[src/rtl/div_iter.sv]
// Multi-cycle radix-2 restoring divider (signed/unsigned), result = {remainder, quotient}.
// Optional macro DIV_EARLY_OUT_EN: finish in two edges when |divisor| > |dividend|.
module div_iter #(
   parameter int unsigned WIDTH = 32
) (
   input  logic               clk,
   input  logic               resetn,
   input  logic               start_i,
   input  logic               signed_i,
   input  logic [WIDTH-1:0]   opdata1_i,
   input  logic [WIDTH-1:0]   opdata2_i,
   input  logic               annul_i,
   output logic [2*WIDTH-1:0] result_o,
   output logic               ready_o
);
   localparam int unsigned CntW = $clog2(WIDTH + 1);

   typedef enum logic [1:0] {StFree, StByZero, StOn, StEnd} state_e;

   state_e               state_q, state_d;
   logic [CntW-1:0]      cnt_q, cnt_d;
   logic [WIDTH-1:0]     dvd_q, dvd_d, dvs_q, dvs_d, rem_q, rem_d;
   logic                 sgn_q, sgn_d, dsign_q, dsign_d, qsign_q, qsign_d;
   logic [2*WIDTH-1:0]   result_q, result_d;

   logic [WIDTH-1:0]     mag1, mag2;
   logic [WIDTH:0]       trial;
   logic                 ge;
   logic [WIDTH-1:0]     step_rem, step_quo, rem_fin, quo_fin;
   logic                 take_early, early_now;

   function automatic logic [WIDTH-1:0] cneg(input logic [WIDTH-1:0] v, input logic n);
      return n ? -v : v;
   endfunction

   assign mag1 = cneg(opdata1_i, signed_i & opdata1_i[WIDTH-1]);
   assign mag2 = cneg(opdata2_i, signed_i & opdata2_i[WIDTH-1]);

   // dvd_q shifts out dividend bits at the top while quotient bits enter at the bottom
   assign trial    = {rem_q, dvd_q[WIDTH-1]};
   assign ge       = trial >= {1'b0, dvs_q};
   assign step_rem = WIDTH'(ge ? trial - {1'b0, dvs_q} : trial);
   assign step_quo = {dvd_q[WIDTH-2:0], ge};

`ifdef DIV_EARLY_OUT_EN
   logic early_q, early_d;
   assign take_early = mag2 > mag1;
   assign early_now  = early_q;

   always_ff @(posedge clk or negedge resetn) begin
      if (!resetn) early_q <= 1'b0;
      else         early_q <= early_d;
   end
`else
   assign take_early = 1'b0;
   assign early_now  = 1'b0;
`endif

   // Early-out keeps the dividend magnitude in dvd_q; the sign fix-up restores the original value
   assign quo_fin = early_now ? '0 : step_quo;
   assign rem_fin = early_now ? dvd_q : step_rem;

   always_ff @(posedge clk or negedge resetn) begin
      if (!resetn) begin
         state_q  <= StFree;
         cnt_q    <= '0;
         dvd_q    <= '0;
         dvs_q    <= '0;
         rem_q    <= '0;
         sgn_q    <= 1'b0;
         dsign_q  <= 1'b0;
         qsign_q  <= 1'b0;
         result_q <= '0;
      end else begin
         state_q  <= state_d;
         cnt_q    <= cnt_d;
         dvd_q    <= dvd_d;
         dvs_q    <= dvs_d;
         rem_q    <= rem_d;
         sgn_q    <= sgn_d;
         dsign_q  <= dsign_d;
         qsign_q  <= qsign_d;
         result_q <= result_d;
      end
   end

   always_comb begin
      state_d  = state_q;
      cnt_d    = cnt_q;
      dvd_d    = dvd_q;
      dvs_d    = dvs_q;
      rem_d    = rem_q;
      sgn_d    = sgn_q;
      dsign_d  = dsign_q;
      qsign_d  = qsign_q;
      result_d = result_q;
`ifdef DIV_EARLY_OUT_EN
      early_d  = early_q;
`endif
      unique case (state_q)
         StFree: begin
            if (start_i && !annul_i) begin
               if (opdata2_i == '0) begin
                  state_d = StByZero;
               end else begin
                  state_d = StOn;
                  dvd_d   = mag1;
                  dvs_d   = mag2;
                  rem_d   = '0;
                  cnt_d   = '0;
                  sgn_d   = signed_i;
                  dsign_d = opdata1_i[WIDTH-1];
                  qsign_d = opdata1_i[WIDTH-1] ^ opdata2_i[WIDTH-1];
`ifdef DIV_EARLY_OUT_EN
                  early_d = take_early;
`endif
               end
            end
         end
         StByZero: begin
            state_d  = StEnd;
            result_d = '0;
         end
         StOn: begin
            if (annul_i) begin
               state_d = StFree;
            end else if (early_now || cnt_q == CntW'(WIDTH - 1)) begin
               state_d  = StEnd;
               cnt_d    = cnt_q + 1'b1;
               result_d = {cneg(rem_fin, sgn_q & dsign_q), cneg(quo_fin, sgn_q & qsign_q)};
            end else begin
               rem_d = step_rem;
               dvd_d = step_quo;
               cnt_d = cnt_q + 1'b1;
            end
         end
         StEnd: begin
            if (annul_i || !start_i) state_d = StFree;
         end
         default: state_d = StFree;
      endcase
   end

   always_comb begin
      ready_o  = (state_q == StEnd);
      result_o = result_q;
   end

endmodule

[config.mk]
export PLATFORM = sky130hd
export DESIGN_NAME = div_iter
export DESIGN_NICKNAME = d
export VERILOG_FILES = /design/src/rtl/div_iter.sv
export SDC_FILE = /design/constraint.sdc
export NUM_CORES = 1
export LEC_CHECK = 0
export BUFFER_PORTS_ARGS = -buffer_cell sky130_fd_sc_hd__buf_2
export CAP_MARGIN = 20
export CORE_UTILIZATION = 66
export CTS_BUF_LIST = sky130_fd_sc_hd__clkbuf_4 sky130_fd_sc_hd__clkbuf_8
export CTS_CLUSTER_DIAMETER = 120
export DETAILED_ROUTE_END_ITERATION = 16
export HOLD_SLACK_MARGIN = 0.02
export PLACE_DENSITY = 0.91
export SKIP_LAST_GASP = 1
export SYNTH_ARGS = -nofsm -noshare
export SYNTH_HDL_FRONTEND = slang
export SYNTH_SLANG_ARGS = --single-unit
[constraint.sdc]
create_clock -name clk -period 11.3 [get_ports clk]
set_input_delay 0.565 -clock clk [delete_from_list [all_inputs] [get_ports clk]]
set_output_delay 0.565 -clock clk [all_outputs]
set_load 0.03 [all_outputs]
# Word-level counts from Yosys, hierarchy flattened
# Index checks and enable logic that the tools add are counted.
# totals
register_bits	171
output_inout_bits	65
word_cells	74
# op_classes
add_sub_neg	6
n_lt_le_gt_ge	1
eq_ne	11
muxes	28
bitwise	6
n_reduce_logical	13
# ops
operator	count
32-bit two-way mux	13
64-bit two-way mux	2
32-bit negator	4
32-bit one-hot mux with 2 select lines	2
64-bit one-hot mux with 2 select lines	1
33-bit by 32-bit greater-or-equal comparator with 1-bit output	1
32-bit zero test	1
32-bit subtractor	1
6-bit two-way mux	3
6-bit one-hot mux with 2 select lines	1
2-bit two-way mux	5
2-bit inequality test (second input constant)	5
3-bit AND reduction	3
2-bit one-hot mux with 4 select lines	1
6-bit by 1-bit adder with 6-bit output (second input constant)	1
6-bit by 5-bit == test with 1-bit output (second input constant)	1
5-bit AND reduction	1
1-bit bitwise AND	4
2-bit == test (second input constant)	2
4-bit AND reduction	1
2-bit nonzero test	2
3-bit inequality test (second input constant)	1
2-bit by 1-bit == test with 1-bit output (second input constant)	1
1-bit zero test	2
other kinds (6)	6

# Depth between registers and ports, before layout
# logic_depth
depth_word	7
ltp_mapped	22
mapped_depth_nobuf	17

# Worst setup path after synthesis
# OpenSTA, ideal clock, no wires.
# synth_timing
path_type	flip-flop to flip-flop
startpoint	register rem_q[2]
endpoint	register result_q[62] (netlist: result_o[62])
arrival_ps	4348
required_ps	11217
setup_slack_ps	6870
path_stages_with_launch	20
n_path_buf	5
cell_sequence	dfrtp_1 ha_1 buf_2 a21oi_2 nand2b_1 o211a_1 o311a_1 or3_1 buf_2 inv_1 buf_2 buf_2 buf_2 mux2i_1 ha_1 nand4_1 nor4_2 a41oi_1 xnor2_1 o21ai_0
# synth_via
elab_chain_len	7
word_cells_on_any_way	8
classes_between	add/sub: 2; order compare: 1; mux: 5
# synth_rtl
item	line	text
start: declaration	22	logic [WIDTH-1:0] dvd_q, dvd_d, dvs_q, dvs_d, rem_q, rem_d;
start signal: assignment	79	rem_q <= rem_d;
32-bit subtractor or 33-bit by 32-bit greater-or-equal comparator with 1-bit output (tied branches)	42, 41	
32-bit two-way mux (*)	42	assign step_rem = WIDTH'(ge ? trial - {1'b0, dvs_q} : trial);
32-bit negator	33	return n ? -v : v;
32-bit two-way mux (*)	33	
64-bit two-way mux (*)	127	end else if (early_now || cnt_q == CntW'(WIDTH - 1)) begin
64-bit two-way mux (*)	125	if (annul_i) begin
64-bit one-hot mux with 2 select lines (*)	100	unique case (state_q)
end signal: assignment	83	result_q <= result_d;
end: declaration	24	logic [2*WIDTH-1:0] result_q, result_d;
# Every way passes the cells marked *; elsewhere a longest branch is shown, timed or not. The select of a mux whose other input is x is not followed.
# A chain may end at the register's enable or synchronous reset.

# Worst setup path after layout
# layout_timing
startpoint	register rem_q[2]
endpoint	register result_q[60] (netlist: result_o[60])
# The elaborated chain is that of the path after synthesis.

==> impl_results.md <==
* Final setup viols at 0
* Tightest Pin Transition at 1.14 ns
* Drt first pass iters at 8
* Yosys cell types at 70
* Worst-path clk slew at 0.10 ns
* H-tree Lvls at 4
* Worst Hold Class: primary input to asynchronous set/reset pin
* Final nets at 1,696
* Die height at 137 microns
* Crit end category: flop
* Synth warn at 0
* CP required at 11.71 ns
* Critical path's slowest cell: nor4_2
* Most used cell, CP: ha_1
* Fmax at 201 MHz
* Element type at the critical path start: flop
* Final Cycle Share at 44.1%
* Ys flop type: dfrtp_1
* Leak pwr at 5.98 nW
* Syn_area_per_cell at 8.01 sq um
* GRT Total Usage at 37.0%
* Drt total wl at 34,500 microns
* Number of CTS-inserted buffers at 17
* # hold bufs at CTS at 0
* # IOs at 134
* Post-CTS setup-driven buffer insertion count at 0
* CTS sink count at 171
* # diodes at 0
* Placer congestion estimate at 0.976
* Starting density of the core at 67.1%
* Layout area overhead at 9.50%
* CTS max path bufs at 2
* CP max FO at 19
* Vias at 11,900
* Routed wire per std cell at 18.9 microns
* Max-slew violations at 0
* Layout fillers at 1,367
* Num rows at 49
* Crit path DAT at 5.39 ns
* CORE AREA at 18,000 sq um
* Global route overflow at 0
* Antenna Nets Post-Route at 0
* Pin count of the biggest net entering global routing at 98
* Share of cells above drive strength 1 at 12.6%
* Setup CP Type: flop to flop
* Setup TNS at 0 ns
* Mapped Nets at 1,612
* First-pass GRT wire length at 53,600 microns
* Die Area at 18,800 sq um
* EDFF count, synth at 0
* Pre-CTS setup slack at 6.53 ns
* Final hold violation count at 0
* HPWL after detailed placement at 25,100 microns
* Clock Skews at 0.0214 ns
* Setup ws final at 6.32 ns
* Max cap viols at 0
* DRC at 0
* Post-CTS Resized at 0
* Synthesized area at 12,100 sq um
* Worst path max stage delay at 0.61 ns
* Pwr Total at 1.71 mW
* Slew headroom at 23.7%
* IO buf count at 133
* Status: finished clean
* Crit path cell chain: ha_1, a21oi_2, nand2b_1, o211a_1, o311a_1, or3_1, inv_1, mux2i_1, ha_1, nand4_1, nor4_2, a31oi_1, xor2_1, o21ai_0
* Min cycle time layout at 4.98 ns
* Starting DRT DRC Count at 1,205
* TritonCTS clock tree: built
* Unrepaired setup endpoints after global routing: no
* #FFs+latches synth at 171
* Asr flop ratio synth at 100%
* Pwr dens at 129 nW/um^2
* Register area share after synthesis at 35.5%
* Worst skew pair latency at 0.49 ns
* Die X at 137 microns
* Synthesized instance count at 1,505
* Vias per inst at 6.51
* Antenna violations before repair at 0
* CTS Root Cell: clkbuf_8
* Peak supply drop at 0.106 mV
* Vias in the first global route at 10,700
-- per-layer routing --
| layer | wire (microns) | part of all wire [%] | global-route usage, % | vias to the layer above |
|---|---|---|---|---|
| met5 | 0 | 0 | 0 | - |
| met4 | 1590 | 4.6 | 18.7 | 0 |
| met3 | 2460 | 7.1 | 6.44 | 116 |
| met2 | 16000 | 46 | 57.3 | 614 |
| met1 | 14500 | 42 | 50.0 | 5646 |
| li1 | - | - | - | 5530 |
-- worst max-delay path: cells and delay by family (launching register included) --
family,cells,cell delay (ns)
AOI/OAI and AO/OA,5,1.29
adders and majority gates,2,0.72
and+or+nand+nor,4,1.43
xor gates and xnor gates,1,0.19
buffers and inverters,1,0.42
DFF,1,0.44
muxes,1,0.41
-- worst paths after layout --
path                                     startpoint                       end  slack [ns]  depth (start not counted)
max reg2reg                    rem_q[2]$_DFFE_PN0P_  result_o[60]$_DFFE_PN0P_        6.32                         14
max in group asynchronous                    resetn      rem_q[3]$_DFFE_PN0P_        9.60                          2
min reg2reg                result_o[52]$_DFFE_PN0P_  result_o[52]$_DFFE_PN0P_        0.48                          2
min                                          resetn     dvs_q[20]$_DFFE_PN0P_        0.17                          1
min in group clk                       opdata2_i[0]      dvs_q[0]$_DFFE_PN0P_        0.34                          2
max                            rem_q[2]$_DFFE_PN0P_  result_o[60]$_DFFE_PN0P_        6.32                         14
-- cells in the mapped netlist, types with 4 or more instances --
| cell | number | area [sq um] |
|---|---|---|
| nor2_1 | 112 | 420 |
| buf_1 | 4 | 15.0 |
| dfrtp_1 | 171 | 4280 |
| and4_1 | 6 | 52.6 |
| clkbuf_1 | 51 | 191 |
| and3_1 | 11 | 68.8 |
| nand4_1 | 17 | 106 |
| o21ai_1 | 4 | 20.0 |
| xor2_1 | 82 | 718 |
| buf_2 | 15 | 75.1 |
| a21oi_1 | 107 | 536 |
| a21o_1 | 14 | 105 |
| nand3_1 | 18 | 90.1 |
| nand2_1 | 225 | 845 |
| mux2_2 | 7 | 78.8 |
| a31oi_1 | 12 | 75.1 |
| ha_1 | 37 | 463 |
| o41ai_1 | 10 | 87.6 |
| or4_4 | 4 | 45.0 |
| xnor2_1 | 50 | 438 |
| nor3_1 | 37 | 185 |
| inv_1 | 57 | 214 |
| a22o_1 | 9 | 78.8 |
| buf_6 | 4 | 45.0 |
| and2_1 | 11 | 68.8 |
| a21boi_0 | 7 | 52.6 |
| o31a_1 | 5 | 43.8 |
| mux2i_1 | 18 | 180 |
| nor4_1 | 22 | 138 |
| nor2b_1 | 8 | 50.1 |
| o31ai_1 | 28 | 210 |
| o21ai_0 | 211 | 1060 |
| o221ai_1 | 4 | 35.0 |
| clkbuf_2 | 4 | 20.0 |
| o211ai_1 | 6 | 45.0 |
| or4_1 | 6 | 45.0 |
| a211oi_1 | 10 | 75.1 |
| or3_1 | 24 | 150 |
| nand2b_1 | 8 | 50.1 |
| o21a_1 | 10 | 75.1 |
| a311oi_1 | 5 | 43.8 |
-- cells in the final DEF (no fill, tap or decap), types with 11 or more instances in the layout --
master	count
a21o_1	14
a21oi_1	106
a31oi_1	12
and2_1	11
and3_1	11
buf_2	132
clkbuf_8	17
dfrtp_1	171
ha_1	37
inv_1	57
mux2i_1	18
nand2_1	225
nand3_1	18
nand4_1	17
nor2_1	111
nor3_1	37
nor4_1	22
o21ai_0	211
o31ai_1	28
or3_1	24
xnor2_1	50
xor2_1	82
-- state kept, by name, indices dropped and copies added (netlist names) --
| name | count |
|---|---|
| sgn_q | 1 |
| cnt_q | 6 |
| dvs_q | 32 |
| result_o | 64 |
| dvd_q | 32 |
| dsign_q | 1 |
| rem_q | 32 |
| state_q | 2 |
| qsign_q | 1 |
-- per-stage QoR --
stage | utilization, % | instances | hold WS [ns] | instance area, sq um
3_5_place_dp | 71.0 | 1797 | 0.465 | 12800
5_1_grt | 73.5 | 1830 | 0.244 | 13200
4_1_cts | 73.4 | 1828 | 0.201 | 13200
2_1_floorplan | - | 1505 | 0.269 | 12100
3_3_place_gp | 71.0 | 1797 | 0.456 | 12800
6_report | 73.5 | 1830 | 0.172 | 13200
-- final cells by class --
cell class | instances | area [sq um] | area share (%)
Multi-Input combinational cell | 1199 | 7250 | 54.9
Sequential cell | 171 | 4280 | 32.4
Inverter | 57 | 214 | 1.62
Timing Repair Buffer | 143 | 758 | 5.74
Tap cell | 229 | 287 | 2.17
Clock inverter | 14 | 185 | 1.40
Clock buffer | 17 | 234 | 1.77
-- power by group --
| group | internal (mW) | switching, mW | total [mW] |
|---|---|---|---|
| Combinational | 0.185 | 0.338 | 0.524 |
| Clock | 0.222 | 0.254 | 0.476 |
| Sequential | 0.660 | 0.0457 | 0.705 |
| Total | 1.07 | 0.638 | 1.71 |
-- kinds of logic after synthesis --
| kind of cell | share of synthesized area, % |
|---|---|
| and+or+nand+nor | 20.7 |
| AOI/OAI and AO/OA | 23.5 |
| DFF | 35.5 |
| buffers and inverters | 4.65 |
| xor gates and xnor gates | 9.59 |
| adders and majority gates | 4.00 |
| muxes | 2.15 |
Power figures use the tool's default switching activity.
